===== src/rtl/xbar_transfer_ctrl_pkg.sv =====
// Shared encodings for the crossbar transfer controller: opcodes, FSM states,
// the latched command record and the command legality check.
package xbar_transfer_ctrl_pkg;

  localparam int NREG_DEF = 4;
  localparam int TEMP_DEF = 3;

  typedef enum logic [1:0] {
    OP_LOAD = 2'b00,
    OP_MOVE = 2'b01,
    OP_SWAP = 2'b10,
    OP_RSVD = 2'b11
  } op_e;

  typedef enum logic [1:0] {
    ST_IDLE = 2'd0,
    ST_T1   = 2'd1,
    ST_T2   = 2'd2,
    ST_T3   = 2'd3
  } state_e;

  typedef struct packed {
    op_e        op;
    logic [1:0] rx;
    logic [1:0] ry;
  } cmd_t;

  // A swap that names the scratch register would destroy its own operand.
  function automatic logic cmd_rejected(input cmd_t c, input logic [1:0] temp);
    return (c.op == OP_RSVD) ||
           ((c.op == OP_SWAP) && ((c.rx == temp) || (c.ry == temp)));
  endfunction

endpackage


===== src/rtl/xbar_onehot_dec.sv =====
// Register index to [1:NREG] one-hot strobe decoder; index 0 maps to bit 1.
module xbar_onehot_dec #(
  parameter int NREG = 4
) (
  input  logic [1:0]    i_idx,
  input  logic          i_en,
  output logic [1:NREG] o_onehot
);

  always_comb begin
    o_onehot = '0;
    for (int k = 1; k <= NREG; k++) begin
      if (i_en && (i_idx == 2'(k - 1))) o_onehot[k] = 1'b1;
    end
  end

endmodule


===== src/rtl/xbar_transfer_ctrl.sv =====
// Sequencing controller for the 4-register shared-bus datapath (LOAD/MOVE/SWAP).
// Define XBAR_CTRL_QUEUE_EN to add a one-entry pending command buffer.
module xbar_transfer_ctrl
  import xbar_transfer_ctrl_pkg::*;
#(
  parameter int NREG = NREG_DEF,
  parameter int TEMP = TEMP_DEF
) (
  input  logic          Clock,
  input  logic          Reset,
  input  logic          w,
  input  logic [1:0]    Op,
  input  logic [1:0]    Rx,
  input  logic [1:0]    Ry,
  output logic [1:NREG] Rin,
  output logic [1:NREG] Rout,
  output logic          Extern,
  output logic          Busy,
  output logic          Done,
  output logic          Err,
  output logic          Ready
);

  localparam logic [1:0] TEMP_IDX = TEMP[1:0];

  state_e        r_state, w_nxt_state;
  logic          r_multi, w_nxt_multi;
  logic [1:0]    r_rx, r_ry, w_nxt_rx, w_nxt_ry;
  logic [1:NREG] r_rin, r_rout;
  logic          r_extern, r_busy, r_done, r_err, r_ready;

  cmd_t          w_in_cmd, w_start_cmd;
  logic          w_final, w_start, w_drop;
  logic [1:0]    w_rin_idx, w_rout_idx;
  logic          w_rin_en, w_rout_en;
  logic          w_ext, w_busy, w_done, w_err, w_ready;
  logic [1:NREG] w_rin_oh, w_rout_oh;

`ifdef XBAR_CTRL_QUEUE_EN
  logic          r_q_vld, w_nxt_q_vld;
  cmd_t          r_q_cmd, w_nxt_q_cmd;
`endif

  assign w_in_cmd = cmd_t'({Op, Rx, Ry});
  assign w_final  = (r_state == ST_T3) || ((r_state == ST_T1) && !r_multi);

  // Decide whether a command enters T1 on the next edge, and from where.
  always_comb begin
    w_start     = 1'b0;
    w_start_cmd = w_in_cmd;
    w_drop      = 1'b0;
`ifdef XBAR_CTRL_QUEUE_EN
    w_nxt_q_vld = r_q_vld;
    w_nxt_q_cmd = r_q_cmd;
    if (r_state == ST_IDLE) begin
      w_start = w;
    end else if (r_q_vld) begin
      w_drop = w;
      if (w_final) begin
        w_start     = 1'b1;
        w_start_cmd = r_q_cmd;
        w_nxt_q_vld = 1'b0;
      end
    end else if (w) begin
      // A strobe in the last cycle chains straight into T1 instead of parking.
      if (w_final) begin
        w_start = 1'b1;
      end else begin
        w_nxt_q_vld = 1'b1;
        w_nxt_q_cmd = w_in_cmd;
      end
    end
`else
    w_start = (r_state == ST_IDLE) && w;
`endif
  end

  // Next-cycle transfer plan; every output below is registered from it.
  always_comb begin
    w_nxt_state = r_state;
    w_nxt_multi = r_multi;
    w_nxt_rx    = r_rx;
    w_nxt_ry    = r_ry;
    w_rin_idx   = '0;
    w_rin_en    = 1'b0;
    w_rout_idx  = '0;
    w_rout_en   = 1'b0;
    w_ext       = 1'b0;
    w_busy      = 1'b0;
    w_done      = 1'b0;
    w_err       = w_drop;
    if (w_start) begin
      w_nxt_state = ST_T1;
      w_nxt_multi = 1'b0;
      w_nxt_rx    = w_start_cmd.rx;
      w_nxt_ry    = w_start_cmd.ry;
      if (cmd_rejected(w_start_cmd, TEMP_IDX)) begin
        w_err = 1'b1;
      end else begin
        w_busy = 1'b1;
        case (w_start_cmd.op)
          OP_LOAD: begin
            w_ext     = 1'b1;
            w_rin_en  = 1'b1;
            w_rin_idx = w_start_cmd.rx;
            w_done    = 1'b1;
          end
          OP_MOVE: begin
            w_rout_en  = 1'b1;
            w_rout_idx = w_start_cmd.ry;
            w_rin_en   = 1'b1;
            w_rin_idx  = w_start_cmd.rx;
            w_done     = 1'b1;
          end
          default: begin
            if (w_start_cmd.rx == w_start_cmd.ry) begin
              w_done = 1'b1;
            end else begin
              w_nxt_multi = 1'b1;
              w_rout_en   = 1'b1;
              w_rout_idx  = w_start_cmd.ry;
              w_rin_en    = 1'b1;
              w_rin_idx   = TEMP_IDX;
            end
          end
        endcase
      end
    end else if ((r_state == ST_T1) && r_multi) begin
      w_nxt_state = ST_T2;
      w_busy      = 1'b1;
      w_rout_en   = 1'b1;
      w_rout_idx  = r_rx;
      w_rin_en    = 1'b1;
      w_rin_idx   = r_ry;
    end else if (r_state == ST_T2) begin
      w_nxt_state = ST_T3;
      w_busy      = 1'b1;
      w_rout_en   = 1'b1;
      w_rout_idx  = TEMP_IDX;
      w_rin_en    = 1'b1;
      w_rin_idx   = r_rx;
      w_done      = 1'b1;
    end else if (w_final) begin
      w_nxt_state = ST_IDLE;
    end
  end

`ifdef XBAR_CTRL_QUEUE_EN
  assign w_ready = (w_nxt_state == ST_IDLE) || !w_nxt_q_vld;
`else
  assign w_ready = (w_nxt_state == ST_IDLE);
`endif

  xbar_onehot_dec #(.NREG(NREG)) u_rin_dec (
    .i_idx    (w_rin_idx),
    .i_en     (w_rin_en),
    .o_onehot (w_rin_oh)
  );

  xbar_onehot_dec #(.NREG(NREG)) u_rout_dec (
    .i_idx    (w_rout_idx),
    .i_en     (w_rout_en),
    .o_onehot (w_rout_oh)
  );

  always_ff @(posedge Clock) begin
    if (Reset) begin
      r_state  <= ST_IDLE;
      r_multi  <= 1'b0;
      r_rin    <= '0;
      r_rout   <= '0;
      r_extern <= 1'b0;
      r_busy   <= 1'b0;
      r_done   <= 1'b0;
      r_err    <= 1'b0;
      r_ready  <= 1'b1;
    end else begin
      r_state  <= w_nxt_state;
      r_multi  <= w_nxt_multi;
      r_rin    <= w_rin_oh;
      r_rout   <= w_rout_oh;
      r_extern <= w_ext;
      r_busy   <= w_busy;
      r_done   <= w_done;
      r_err    <= w_err;
      r_ready  <= w_ready;
    end
  end

  always_ff @(posedge Clock) begin
    r_rx <= w_nxt_rx;
    r_ry <= w_nxt_ry;
  end

`ifdef XBAR_CTRL_QUEUE_EN
  always_ff @(posedge Clock) begin
    if (Reset) r_q_vld <= 1'b0;
    else       r_q_vld <= w_nxt_q_vld;
    r_q_cmd <= w_nxt_q_cmd;
  end
`endif

  assign Rin    = r_rin;
  assign Rout   = r_rout;
  assign Extern = r_extern;
  assign Busy   = r_busy;
  assign Done   = r_done;
  assign Err    = r_err;
  assign Ready  = r_ready;

endmodule


===== config.mk =====
export PLATFORM = sky130hd
export DESIGN_NAME = xbar_transfer_ctrl
export DESIGN_NICKNAME = d
export VERILOG_FILES = /design/src/rtl/xbar_transfer_ctrl_pkg.sv /design/src/rtl/xbar_onehot_dec.sv /design/src/rtl/xbar_transfer_ctrl.sv
export SDC_FILE = /design/constraint.sdc
export NUM_CORES = 1
export LEC_CHECK = 0
export ABC_CLOCK_PERIOD_IN_PS = 3000
export CAP_MARGIN = 5
export CORE_UTILIZATION = 45
export DETAILED_ROUTE_END_ITERATION = 12
export MAX_ROUTING_LAYER = met4
export PLACE_DENSITY = 0.77
export SYNTH_ARGS = -nofsm -noshare
export SYNTH_HDL_FRONTEND = slang
export SYNTH_HIERARCHICAL = 1
export SYNTH_SLANG_ARGS = --single-unit

===== constraint.sdc =====
create_clock -name Clock -period 3 [get_ports Clock]
set_clock_uncertainty 0.05 [all_clocks]
set_input_delay 0.75 -clock Clock [delete_from_list [all_inputs] [get_ports Clock]]
set_output_delay 0.75 -clock Clock [all_outputs]
set_load 0.005 [all_outputs]

==> results.rst, run 1 <==
.. list-table::
   :header-rows: 1

   * - Metric
     - Value
   * - Run status
     - finished, final reports clean
   * - Setup TNS Final
     - 0 ns
   * - Number of standard cells after synthesis
     - 87
   * - Vias in the first global route
     - 656
   * - Io pins
     - 22
   * - H-tree level count
     - 1
   * - Global-route wire length before repair
     - 2.55 mm
   * - MaxCap Viol Count
     - 0
   * - Final total power
     - 0.000515 W
   * - Fmax
     - 0.378 GHz
   * - Core outline area
     - 1780 um2
   * - Post-synthesis sequential element count
     - 20
   * - Ratio of routed vias to standard cells
     - 5.21
   * - Number of filler instances in the final layout
     - 155
   * - Clk sinks
     - 20
   * - TritonCTS clock tree
     - built
   * - Setup fix buffers added after clock tree synthesis
     - 0
   * - Dpl cells
     - 135
   * - Overall global routing resource usage
     - 18.0%
   * - Pin count of the biggest net entering global routing
     - 12
   * - Buffers on Ports
     - 21
   * - Post-synth top area cell
     - dfxtp_1
   * - Master of the slowest instance on the critical path
     - clkdlybuf4s50_1
   * - Clock-pin slew on the worst setup and hold paths
     - 0.10 ns
   * - Total wire length
     - 1.52 mm
   * - Top cell type's share of synthesized area
     - 36.2%
   * - Root buffer cell
     - clkbuf_4
   * - First-pass iteration count of the detailed router
     - 4
   * - Initial antenna violation count
     - 0
   * - Number of routed nets with antenna violations
     - 0
   * - Hold endpoint
     - r_multi
   * - Gp weighted congestion
     - 0.814
   * - Number of antenna cells inserted
     - 0
   * - Total grt overflow
     - 0
   * - Final-report setup violation count
     - 0
   * - Number of stages on the worst hold path
     - 2
   * - Final worst path period share
     - 88.1%
   * - Count of cells along the worst register-to-register path
     - 6
   * - Slew of the pin with the lowest slew margin
     - 0.370 ns
   * - Vertical die dimension
     - 46.4 um
   * - Number of hold buffers added after CTS
     - 0
   * - Hold path start
     - r_multi
   * - Worst-skew pair later-pin latency
     - 0.29 ns
   * - Data required time at the worst endpoint
     - 3.13 ns
   * - Reg-to-reg endpoint
     - Rout[3]
   * - DIE AREA
     - 2150 um2
   * - Start of the worst register-to-register path
     - r_state[1]
   * - Width of the chip
     - 46.4 um
   * - Post-cts resize count
     - 0
   * - Relative slew slack
     - 74.7%
   * - CTS Buf Count
     - 3
   * - Minimum clock period
     - 2.64 ns
   * - Total nets after synthesis
     - 96
   * - Reported leakage power
     - 0.480 nW
   * - Worst Setup End Kind
     - flop
   * - Startpoint kind of the worst setup timing path
     - input port
   * - Dpl hpwl
     - 1.21 mm
   * - Detailed Route Iter0 Violations
     - 6
   * - Data arrival time of the critical path
     - 2.77 ns
   * - Count of non-filler cells in the finished layout
     - 139
   * - Min-delay worst type
     - flop to flop
   * - Detailed-route via count
     - 724
   * - Cell area after synthesis
     - 886 um2
   * - Average footprint of a synthesized cell
     - 10.2 um2
   * - Number of remaining DRC errors
     - 0
   * - Number of distinct standard cells referenced by the synthesized netlist
     - 30
   * - Number of warnings reported in the yosys synthesis log
     - 6
   * - Crit path cell chain
     - clkdlybuf4s50_1, or3b_1, a311o_1, nor3b_2, a221o_1, and3b_1, nor2b_1
   * - Layout cells sized above 1
     - 12.3%
   * - Maximum clock path buffer count
     - 2
   * - Core Rows
     - 15
   * - Cells taking the most area after synthesis
     - dfxtp_1 36%, edfxtp_1 14%, nor2b_1 6.4%
   * - Setup repair after global routing missed its margin
     - false
   * - Initial Util
     - 49.7%
   * - Seq/Total Area, Yosys
     - 49.7%
   * - WP buf/inv
     - 1
   * - Area growth from synthesis to layout
     - 34.2%
   * - Number of nets in the layout
     - 124
   * - IR drop worst, VDD
     - 318 uV
   * - Power per unit of standard cell area
     - 433 nW/um2
   * - Category of the critical setup timing path
     - input port to flop
   * - Final Hold Fails
     - 0
   * - Avg WL per Cell
     - 11.0 um
   * - Slack of the worst reg-to-reg path
     - 0.98 ns
   * - Cell class contributing the biggest share of worst-path delay
     - simple AND/OR/NAND/NOR gates
   * - Number of pins with negative max-slew slack in the final report
     - 0
   * - Highest cell delay on the worst timing path
     - 0.53 ns
   * - Critical path peak fanout
     - 5
## placed cells by master (no fill, tap or decap)
cell type        count
nor4bb_1             1
or3b_1               2
or4_1                1
clkbuf_4             3
clkbuf_8             1
o21ai_1              1
dfxtp_1             16
and3_1               1
o21ai_0              2
buf_4                5
mux2i_1              2
a311o_1              1
nor2b_1              9
and3_2               2
inv_1                2
and3b_1              5
nor3_1               1
nor2_1               8
clkdlybuf4s50_1     21
nor4_1               1
a21oi_1              5
a22oi_1              2
a2111oi_0            1
nand2_1              4
nor3b_2              3
a21o_1               1
a221o_1              2
a211oi_1             1
nand2b_1             2
xnor2_1              3
edfxtp_1             4
or2b_1               1
## logic make-up (layout without fill, tap and decap cells)
kind of cell | after synthesis | after routing | synth area share (%)
AOI/OAI and AO/OA | 16 | 16 | 12.3
xor gates and xnor gates | 3 | 3 | 2.97
buffers and inverters | 5 | 32 | 2.26
DFF | 20 | 20 | 49.7
muxes | 2 | 2 | 2.26
and+or+nand+nor | 41 | 41 | 30.5
## cells in the mapped netlist
library cell / number
nand2_1: 4
or2b_1: 1
a21o_1: 1
o21ai_0: 2
a21oi_1: 5
inv_1: 2
nor4_1: 1
and3b_1: 5
dfxtp_1: 16
buf_2: 1
xnor2_1: 3
edfxtp_1: 4
mux2i_1: 2
a211oi_1: 1
a221o_1: 2
nor2_1: 8
nor4bb_1: 1
and3_2: 2
a22oi_1: 2
or3b_1: 2
or4_1: 1
clkbuf_1: 2
nor2b_1: 9
a311o_1: 1
nor3b_2: 3
a2111oi_0: 1
o21ai_1: 1
nand2b_1: 2
and3_1: 1
nor3_1: 1
## worst register-to-register path, delay by kind of cell, from the launching register on
family           cells  cell delay (ns)
AND/OR/NAND/NOR      4             0.89
AO/OA/AOI/OAI        2             0.61
flip-flops           1             0.35
## state kept, by name (all words and copies together), names as in the netlist
name / flops
Rin: 4
Busy: 1
r_multi: 1
Done: 1
r_ry: 2
Rout: 4
Err: 1
r_rx: 2
r_state: 2
Extern: 1
Ready: 1
## worst max-delay path by stage
stage               startpoint      end  cells after the start
floorplan                    w  Rout[3]                      7
global placement             w  Rout[3]                      7
detailed placement           w  Rout[3]                      7
CTS                          w  Rout[3]                      7
global route                 w  Rout[3]                      7
finish                       w  Rout[3]                      7
## metrics by stage
step	setup slack (ns)	util (%)	instance area, um2	hold slack [ns]
6_report	0.357	66.7	1190	0.417
5_1_grt	0.280	66.7	1190	0.443
3_3_place_gp	0.0972	64.6	1150	0.397
4_1_cts	0.366	66.7	1190	0.420
3_5_place_dp	0.0409	64.6	1150	0.405
2_1_floorplan	0.600	-	886	0.382
## power by group
part	internal [W]	switching, W	total (W)	leakage, nW
Combinational	0.0000426	0.0000348	0.0000775	0.290
Clock	0.0000740	0.0000755	0.000150	0.0210
Sequential	0.000284	0.00000349	0.000288	0.169
Total	0.000401	0.000114	0.000515	0.480
## final cells by class
| type | instances | area, um2 | area share [%] |
|---|---|---|---|
| clock buffer | 4 | 36.3 | 3.05 |
| tap | 25 | 31.3 | 2.63 |
| timing repair buffer | 26 | 248 | 20.8 |
| sequential | 20 | 440 | 37.1 |
| multi-input combinational | 62 | 425 | 35.8 |
| inverter | 2 | 7.51 | 0.632 |
## layer usage
layer	GRT usage, %	vias to the layer above	wire (um)
met5	-	-	0
met3	3.53	6	79
met2	28.6	29	718
met4	14.1	0	54
li1	-	368	-
met1	19.4	321	671
Power figures use the tool's default switching activity.
==> inputs of run 2 (changes only) <==
--- a/config.mk
+++ b/config.mk
@@ -5,6 +5,7 @@
 export SDC_FILE = /design/constraint.sdc
 export NUM_CORES = 1
 export LEC_CHECK = 0
+export ABC_AREA = 1
 export ABC_CLOCK_PERIOD_IN_PS = 3000
 export CAP_MARGIN = 5
 export CORE_UTILIZATION = 45
==> results.rst, run 2 <==
.. list-table::
   :header-rows: 1

   * - Metric
     - Value
   * - Run status
     - finished, final reports clean
   * - Switching share of power
     - 22.3% (+0.13 points)
   * - WP buf/inv
     - 2 (+1)
   * - Initial antenna violation count
     - 0 (unchanged)
   * - First-pass iteration count of the detailed router
     - 4 (unchanged)
   * - Setup TNS Final
     - 0 ns (unchanged)
   * - Average footprint of a synthesized cell
     - 7.42 um2 (-27%)
   * - Number of warnings reported in the yosys synthesis log
     - 6 (unchanged)
   * - Cells taking the most area after synthesis
     - dfxtp_1 36%, edfxtp_1 13%, nand2_1 13%
   * - Cell class contributing the biggest share of worst-path delay
     - simple AND/OR/NAND/NOR gates
   * - Total nets after synthesis
     - 130 (+35%)
   * - Slew of the pin with the lowest slew margin
     - 0.452 ns (+0.0825 ns)
   * - Number of routed nets with antenna violations
     - 0 (unchanged)
   * - Post-route cell area
     - 1190 um2 (unchanged)
   * - Clk sinks
     - 20 (unchanged)
   * - Initial Util
     - 49.9% (+0.18 points)
   * - Detailed-route via count
     - 775 (+7.0%)
   * - Switching power
     - 0.000130 W (+14%)
   * - Total grt overflow
     - 0 (unchanged)
   * - Area growth from synthesis to layout
     - 32.3%
   * - Cell repeated most along the worst path
     - nand2_1
   * - Avg WL per Cell
     - 9.68 um (-12%)
   * - Reported leakage power
     - 0.538 nW (+12%)
   * - Critical path peak fanout
     - 5 (unchanged)
   * - Share of power burned in the clock network
     - 37.7% (+8.6 points)
   * - DIE AREA
     - 2180 um2 (+1.3%)
   * - Relative slew slack
     - 69.7% (-5.0 points)
   * - Ys async rst share
     - 0% (unchanged)
   * - Fraction of power consumed by sequential logic
     - 49.4% (-6.5 points)
   * - Most frequent cells in the layout
     - 30 x nand2_1, 21 x nor2_1, 21 x clkdlybuf4s50_1, 20 x inv_1, 16 x dfxtp_1
   * - Dpl cells
     - 166 (+23%)
   * - Final worst path period share
     - 67.7% (-20 points)
   * - Count of non-filler cells in the finished layout
     - 170 (+22%)
   * - CTS Buf Count
     - 3 (unchanged)
   * - Total wire length
     - 1.65 mm (+8.0%)
   * - Root buffer cell
     - clkbuf_4
   * - Gp weighted congestion
     - 0.769 (-5.6%)
   * - Post-synth top area cell
     - dfxtp_1
   * - Fmax
     - 0.493 GHz (+30%)
   * - Overall global routing resource usage
     - 19.0% (+0.93 points)
   * - Cell area reported after detailed placement
     - 1140 um2 (-1.4%)
   * - Internal power consumption
     - 0.000453 W (+13%)
   * - Setup fix buffers added after clock tree synthesis
     - 0 (unchanged)
   * - Buffers on Ports
     - 21 (unchanged)
   * - Cell with the most instances after synthesis
     - nand2_1
   * - Layout cells sized above 1
     - 12.4% (+0.13 points)
   * - EDFF count, synth
     - 4 (unchanged)
   * - Highest cell delay on the worst timing path
     - 0.49 ns (-0.04 ns)
   * - Worst Setup End Kind
     - flop
   * - Most common library cells after synthesis
     - 30 x nand2_1, 21 x nor2_1, 20 x inv_1
   * - Post-cts resize count
     - 0 (unchanged)
   * - Final-report setup violation count
     - 0 (unchanged)
   * - Worst-skew pair later-pin latency
     - 0.31 ns (+0.02 ns)
   * - Vertical die dimension
     - 46.7 um (+0.67%)
   * - Cell area after synthesis
     - 898 um2 (+1.4%)
   * - Data arrival time of the critical path
     - 2.23 ns (-0.54 ns)
   * - Startpoint kind of the worst setup timing path
     - input port
   * - Number of remaining DRC errors
     - 0 (unchanged)
   * - TritonCTS clock tree
     - built
   * - Maximum clock path buffer count
     - 2 (unchanged)
   * - Ratio of routed vias to standard cells
     - 4.56 (-12%)
   * - Master of the slowest instance on the critical path
     - clkdlybuf4s50_1
   * - Seq/Total Area, Yosys
     - 49.0% (-0.69 points)
   * - Number of standard cells after synthesis
     - 121 (+39%)
   * - Min-delay worst type
     - flop to flop
   * - Top cell type's share of synthesized area
     - 35.7% (-0.50 points)
   * - Core outline area
     - 1800 um2 (+1.1%)
   * - Power per unit of standard cell area
     - 490 nW/um2 (+13%)
   * - Most used flip-flop cell after synthesis
     - dfxtp_1
   * - Number of nets in the layout
     - 155 (+25%)
   * - Minimum clock period
     - 2.03 ns (-0.613 ns)
   * - Global-route wire length before repair
     - 2.76 mm (+8.1%)
   * - Number of distinct standard cells referenced by the synthesized netlist
     - 21 (-30%)
   * - Setup repair after global routing missed its margin
     - false
   * - Data required time at the worst endpoint
     - 3.20 ns (+0.07 ns)
   * - Post-synthesis sequential element count
     - 20 (unchanged)
   * - Vias in the first global route
     - 668 (+1.8%)
   * - Share of power burned in combinational logic
     - 12.9% (-2.1 points)
   * - Number of pins with negative max-slew slack in the final report
     - 0 (unchanged)
   * - Post-Route Utilization
     - 66.0% (-0.69 points)
   * - IR drop worst, VDD
     - 295 uV (-7.2%)
   * - MaxCap Viol Count
     - 0 (unchanged)
   * - Io pins
     - 22 (unchanged)
   * - Core Rows
     - 15 (unchanged)
   * - Category of the critical setup timing path
     - input port to flop
   * - Commonest non-fill, non-tap cell in the layout
     - nand2_1
   * - Number of hold buffers added after CTS
     - 0 (unchanged)
   * - Detailed Route Iter0 Violations
     - 16 (+10)
   * - Dpl hpwl
     - 1.33 mm (+10%)
   * - H-tree level count
     - 1 (unchanged)
   * - Clock-pin slew on the worst setup and hold paths
     - 0.11 ns (about the same)
   * - Number of antenna cells inserted
     - 0 (unchanged)
   * - Crit path cell chain
     - clkdlybuf4s50_1, nand2_1, nand3_2, nand2_2, nand2_4, nor2_4, nand2_1, nand2_1, nand2_1, nor2_1, inv_1, nor2_1
   * - Width of the chip
     - 46.7 um (+0.67%)
   * - Number of filler instances in the final layout
     - 161 (+3.9%)
   * - Pin count of the biggest net entering global routing
     - 15 (+3)
   * - Final Hold Fails
     - 0 (unchanged)
==> run 2: per-stage QoR <==
stage / worst slack (ns) / hold slack [ns] / power [W]
after floorplan: 1.33 / 0.395 / 0.000336
after global placement: 0.729 / 0.408 / 0.000366
after detailed placement: 0.652 / 0.413 / 0.000369
after CTS: 0.967 / 0.432 / 0.000586
after global routing: 0.827 / 0.462 / 0.000606
final: 0.970 / 0.437 / 0.000583
==> run 2: power groups by stage <==
stage / clock network (W) / registers, W / logic, W
after floorplan: 0 / 0.000294 / 0.0000414
after global placement: 0 / 0.000294 / 0.0000726
after detailed placement: 0 / 0.000294 / 0.0000751
after CTS: 0.000223 / 0.000288 / 0.0000756
after global routing: 0.000232 / 0.000289 / 0.0000850
final: 0.000220 / 0.000288 / 0.0000753
==> run 2: cell type report <==
| cell class | instances | area (um2) | share of cell area (%) |
|---|---|---|---|
| clock inverter | 1 | 30.0 | 2.53 |
| sequential | 20 | 440 | 37.1 |
| clock buffer | 3 | 22.5 | 1.89 |
| inverter | 28 | 105 | 8.84 |
| multi-input combinational | 72 | 349 | 29.4 |
| tap | 25 | 31.3 | 2.63 |
| timing repair buffer | 21 | 210 | 17.7 |
==> run 2: final timing paths <==
check / end / cells after the start / start / slack, ns
min: r_multi / 2 / r_multi / 0.44
max reg2reg: Rout[3] / 11 / r_state[0] / 1.57
min reg2reg: r_multi / 2 / r_multi / 0.44
max: Rout[3] / 12 / Ry[1] / 0.97
==> run 2: kinds of logic (layout without fill, tap and decap cells) <==
group / count (synthesis) / count (layout) / synth area share [%]
buf+inv: 29 / 53 / 12.1
compound gates: 10 / 10 / 6.82
simple gates: 62 / 62 / 32.0
flops: 20 / 20 / 49.0
==> run 2: tightest hold or removal path, cell delays in order, from the launching register on <==
cell,delay [ns]
dfxtp_1,0.33
nand2_1,0.06
a21oi_1,0.05
==> run 2: metal layers <==
layer | track usage (%) | vias to the layer above | wire length, um
met1 | 21.3 | 343 | 689
met2 | 32.2 | 17 | 862
li1 | - | 410 | -
met5 | - | - | 0
met4 | 8.57 | 0 | 36
met3 | 3.53 | 5 | 57
==> inputs of run 3 (changes only) <==
--- a/config.mk
+++ b/config.mk
@@ -6,7 +6,7 @@
 export NUM_CORES = 1
 export LEC_CHECK = 0
 export ABC_AREA = 1
-export ABC_CLOCK_PERIOD_IN_PS = 3000
+export ABC_CLOCK_PERIOD_IN_PS = 2080
 export CAP_MARGIN = 5
 export CORE_UTILIZATION = 45
 export DETAILED_ROUTE_END_ITERATION = 12
==> constraint.sdc (replaced) <==
create_clock -name Clock -period 2.08 [get_ports Clock]
set_clock_uncertainty 0.05 [all_clocks]
set_input_delay 0.52 -clock Clock [delete_from_list [all_inputs] [get_ports Clock]]
set_output_delay 0.52 -clock Clock [all_outputs]
set_load 0.005 [all_outputs]
==> results.rst, run 3 (synthesized netlist as in run 2, its figures left out) <==
.. list-table::
   :header-rows: 1

   * - Metric
     - Value
   * - Avg WL per Cell
     - 9.02 um (-6.8%)
   * - Worst Setup End Kind
     - flop
   * - Pin count of the biggest net entering global routing
     - 13 (-2)
   * - Slew of the pin with the lowest slew margin
     - 0.295 ns (-0.157 ns)
   * - Setup repair after global routing missed its margin
     - false
   * - Layout cells sized above 1
     - 13.6% (+1.2 points)
   * - Gp weighted congestion
     - 0.771 (+0.38%)
   * - Number of pins with negative max-slew slack in the final report
     - 0 (unchanged)
   * - DIE AREA
     - 2180 um2 (unchanged)
   * - CTS Buf Count
     - 3 (unchanged)
   * - Pre-CTS setup slack
     - -0.00987 ns (-0.662 ns)
   * - Data required time at the worst endpoint
     - 2.28 ns (-0.92 ns)
   * - Width of the chip
     - 46.7 um (unchanged)
   * - Core Rows
     - 15 (unchanged)
   * - Ratio of routed vias to standard cells
     - 4.45 (-2.3%)
   * - Final Hold Fails
     - 0 (unchanged)
   * - First-pass iteration count of the detailed router
     - 5 (+1)
   * - Number of hold buffers added after CTS
     - 0 (unchanged)
   * - Run status
     - finished, final reports clean
   * - Total wire length
     - 1.55 mm (-5.7%)
   * - Io pins
     - 22 (unchanged)
   * - Detailed-route via count
     - 766 (-1.2%)
   * - Overall global routing resource usage
     - 19.1% (+0.18 points)
   * - H-tree level count
     - 1 (unchanged)
   * - Vertical die dimension
     - 46.7 um (unchanged)
   * - Root buffer cell
     - clkbuf_4
   * - Fin worst setup slack
     - 0.289 ns (-0.682 ns)
   * - Core outline area
     - 1800 um2 (unchanged)
   * - Number of antenna cells inserted
     - 0 (unchanged)
   * - Relative slew slack
     - 80.3% (+11 points)
   * - Initial Util
     - 49.9% (unchanged)
   * - Critical path peak fanout
     - 5 (unchanged)
   * - Number of routed nets with antenna violations
     - 0 (unchanged)
   * - Post-cts resize count
     - 0 (unchanged)
   * - Power per unit of standard cell area
     - 696 nW/um2 (+42%)
   * - Minimum clock period
     - 1.79 ns
   * - Maximum clock path buffer count
     - 2 (unchanged)
   * - Final worst path period share
     - 86.1%
   * - Area growth from synthesis to layout
     - 34.0%
   * - Setup fix buffers added after clock tree synthesis
     - 0 (unchanged)
   * - Startpoint kind of the worst setup timing path
     - input port
   * - Dpl hpwl
     - 1.25 mm (-6.2%)
   * - Min-delay worst type
     - flop to flop
   * - Category of the critical setup timing path
     - input port to flop
   * - Final-report setup violation count
     - 0 (unchanged)
   * - Fmax
     - 0.558 GHz
   * - Count of non-filler cells in the finished layout
     - 172 (+1.2%)
   * - Number of nets in the layout
     - 157 (+1.3%)
   * - Buffers on Ports
     - 21 (unchanged)
   * - Worst-skew pair later-pin latency
     - 0.30 ns (about the same)
   * - TritonCTS clock tree
     - built
   * - Number of remaining DRC errors
     - 0 (unchanged)
   * - Clk sinks
     - 20 (unchanged)
   * - Final Hold Slack
     - 0.463 ns (+0.0262 ns)
   * - Initial antenna violation count
     - 0 (unchanged)
   * - Commonest non-fill, non-tap cell in the layout
     - nand2_1
   * - Setup TNS Final
     - 0 ns (unchanged)
   * - Dpl cells
     - 168 (+1.2%)
   * - Number of filler instances in the final layout
     - 159 (-1.2%)
   * - Final total power
     - 0.000838 W (+44%)
   * - Reported leakage power
     - 0.548 nW (+1.8%)
   * - Most frequent cells in the layout
     - 30 x nand2_1, 21 x nor2_1, 21 x clkdlybuf4s50_1, 20 x inv_1, 16 x dfxtp_1
   * - Clock-pin slew on the worst setup and hold paths
     - 0.11 ns (about the same)
   * - IR drop worst, VDD
     - 396 uV (+34%)
   * - Data arrival time of the critical path
     - 1.99 ns (-0.24 ns)
   * - MaxCap Viol Count
     - 0 (unchanged)
   * - Total grt overflow
     - 0 (unchanged)
   * - Global-route wire length before repair
     - 2.69 mm (-2.5%)
   * - Detailed Route Iter0 Violations
     - 7 (-9)
   * - Vias in the first global route
     - 692 (+3.6%)
run 3: critical path, cell delays in order:
cell             delay [ns]
clkdlybuf4s50_1        0.48
nand2_1                0.14
nand3_2                0.10
nand2_2                0.11
nand2_4                0.08
nor2_4                 0.12
nand2_1                0.06
nand2_1                0.10
inv_1                  0.07
nor2_1                 0.10
inv_1                  0.04
nor2_1                 0.07
run 3: through the flow:
stage	utilization, %	cell area, um2
final	66.8	1200
after global routing	66.8	1200
after CTS	66.8	1200
after detailed placement	63.9	1150
after global placement	63.9	1150
after floorplan	-	898
run 3: power breakdown:
| part | total, W | switching, W | internal (W) |
|---|---|---|---|
| clock | 0.000312 | 0.000117 | 0.000195 |
| sequential | 0.000415 | 0.00000438 | 0.000410 |
| combinational | 0.000111 | 0.0000602 | 0.0000512 |
| total | 0.000838 | 0.000181 | 0.000656 |
run 3: final cells by class:
cell class	count	area (um2)	area share, %
clock buffers	3	22.5	1.87
clock inverters	1	30.0	2.49
multi-input cells	72	349	29.0
inverters	28	105	8.73
flip-flops and latches	20	440	36.6
repair buffers	23	225	18.7
well taps	25	31.3	2.60
run 3: final timing paths:
path         slack, ns  cells past startpoint       start  endpoint
min               0.46                      2     r_multi   r_multi
min reg2reg       0.46                      2     r_multi   r_multi
max reg2reg       0.73                     11  r_state[0]    Rin[2]
max               0.29                     12       Ry[1]    Rin[2]
run 3: per-layer routing:
layer	vias up	routed length, um	track usage [%]
li1	412	-	-
met1	322	667	19.9
met2	23	761	31.9
met5	-	0	-
met3	9	67	3.53
met4	0	55	13.7
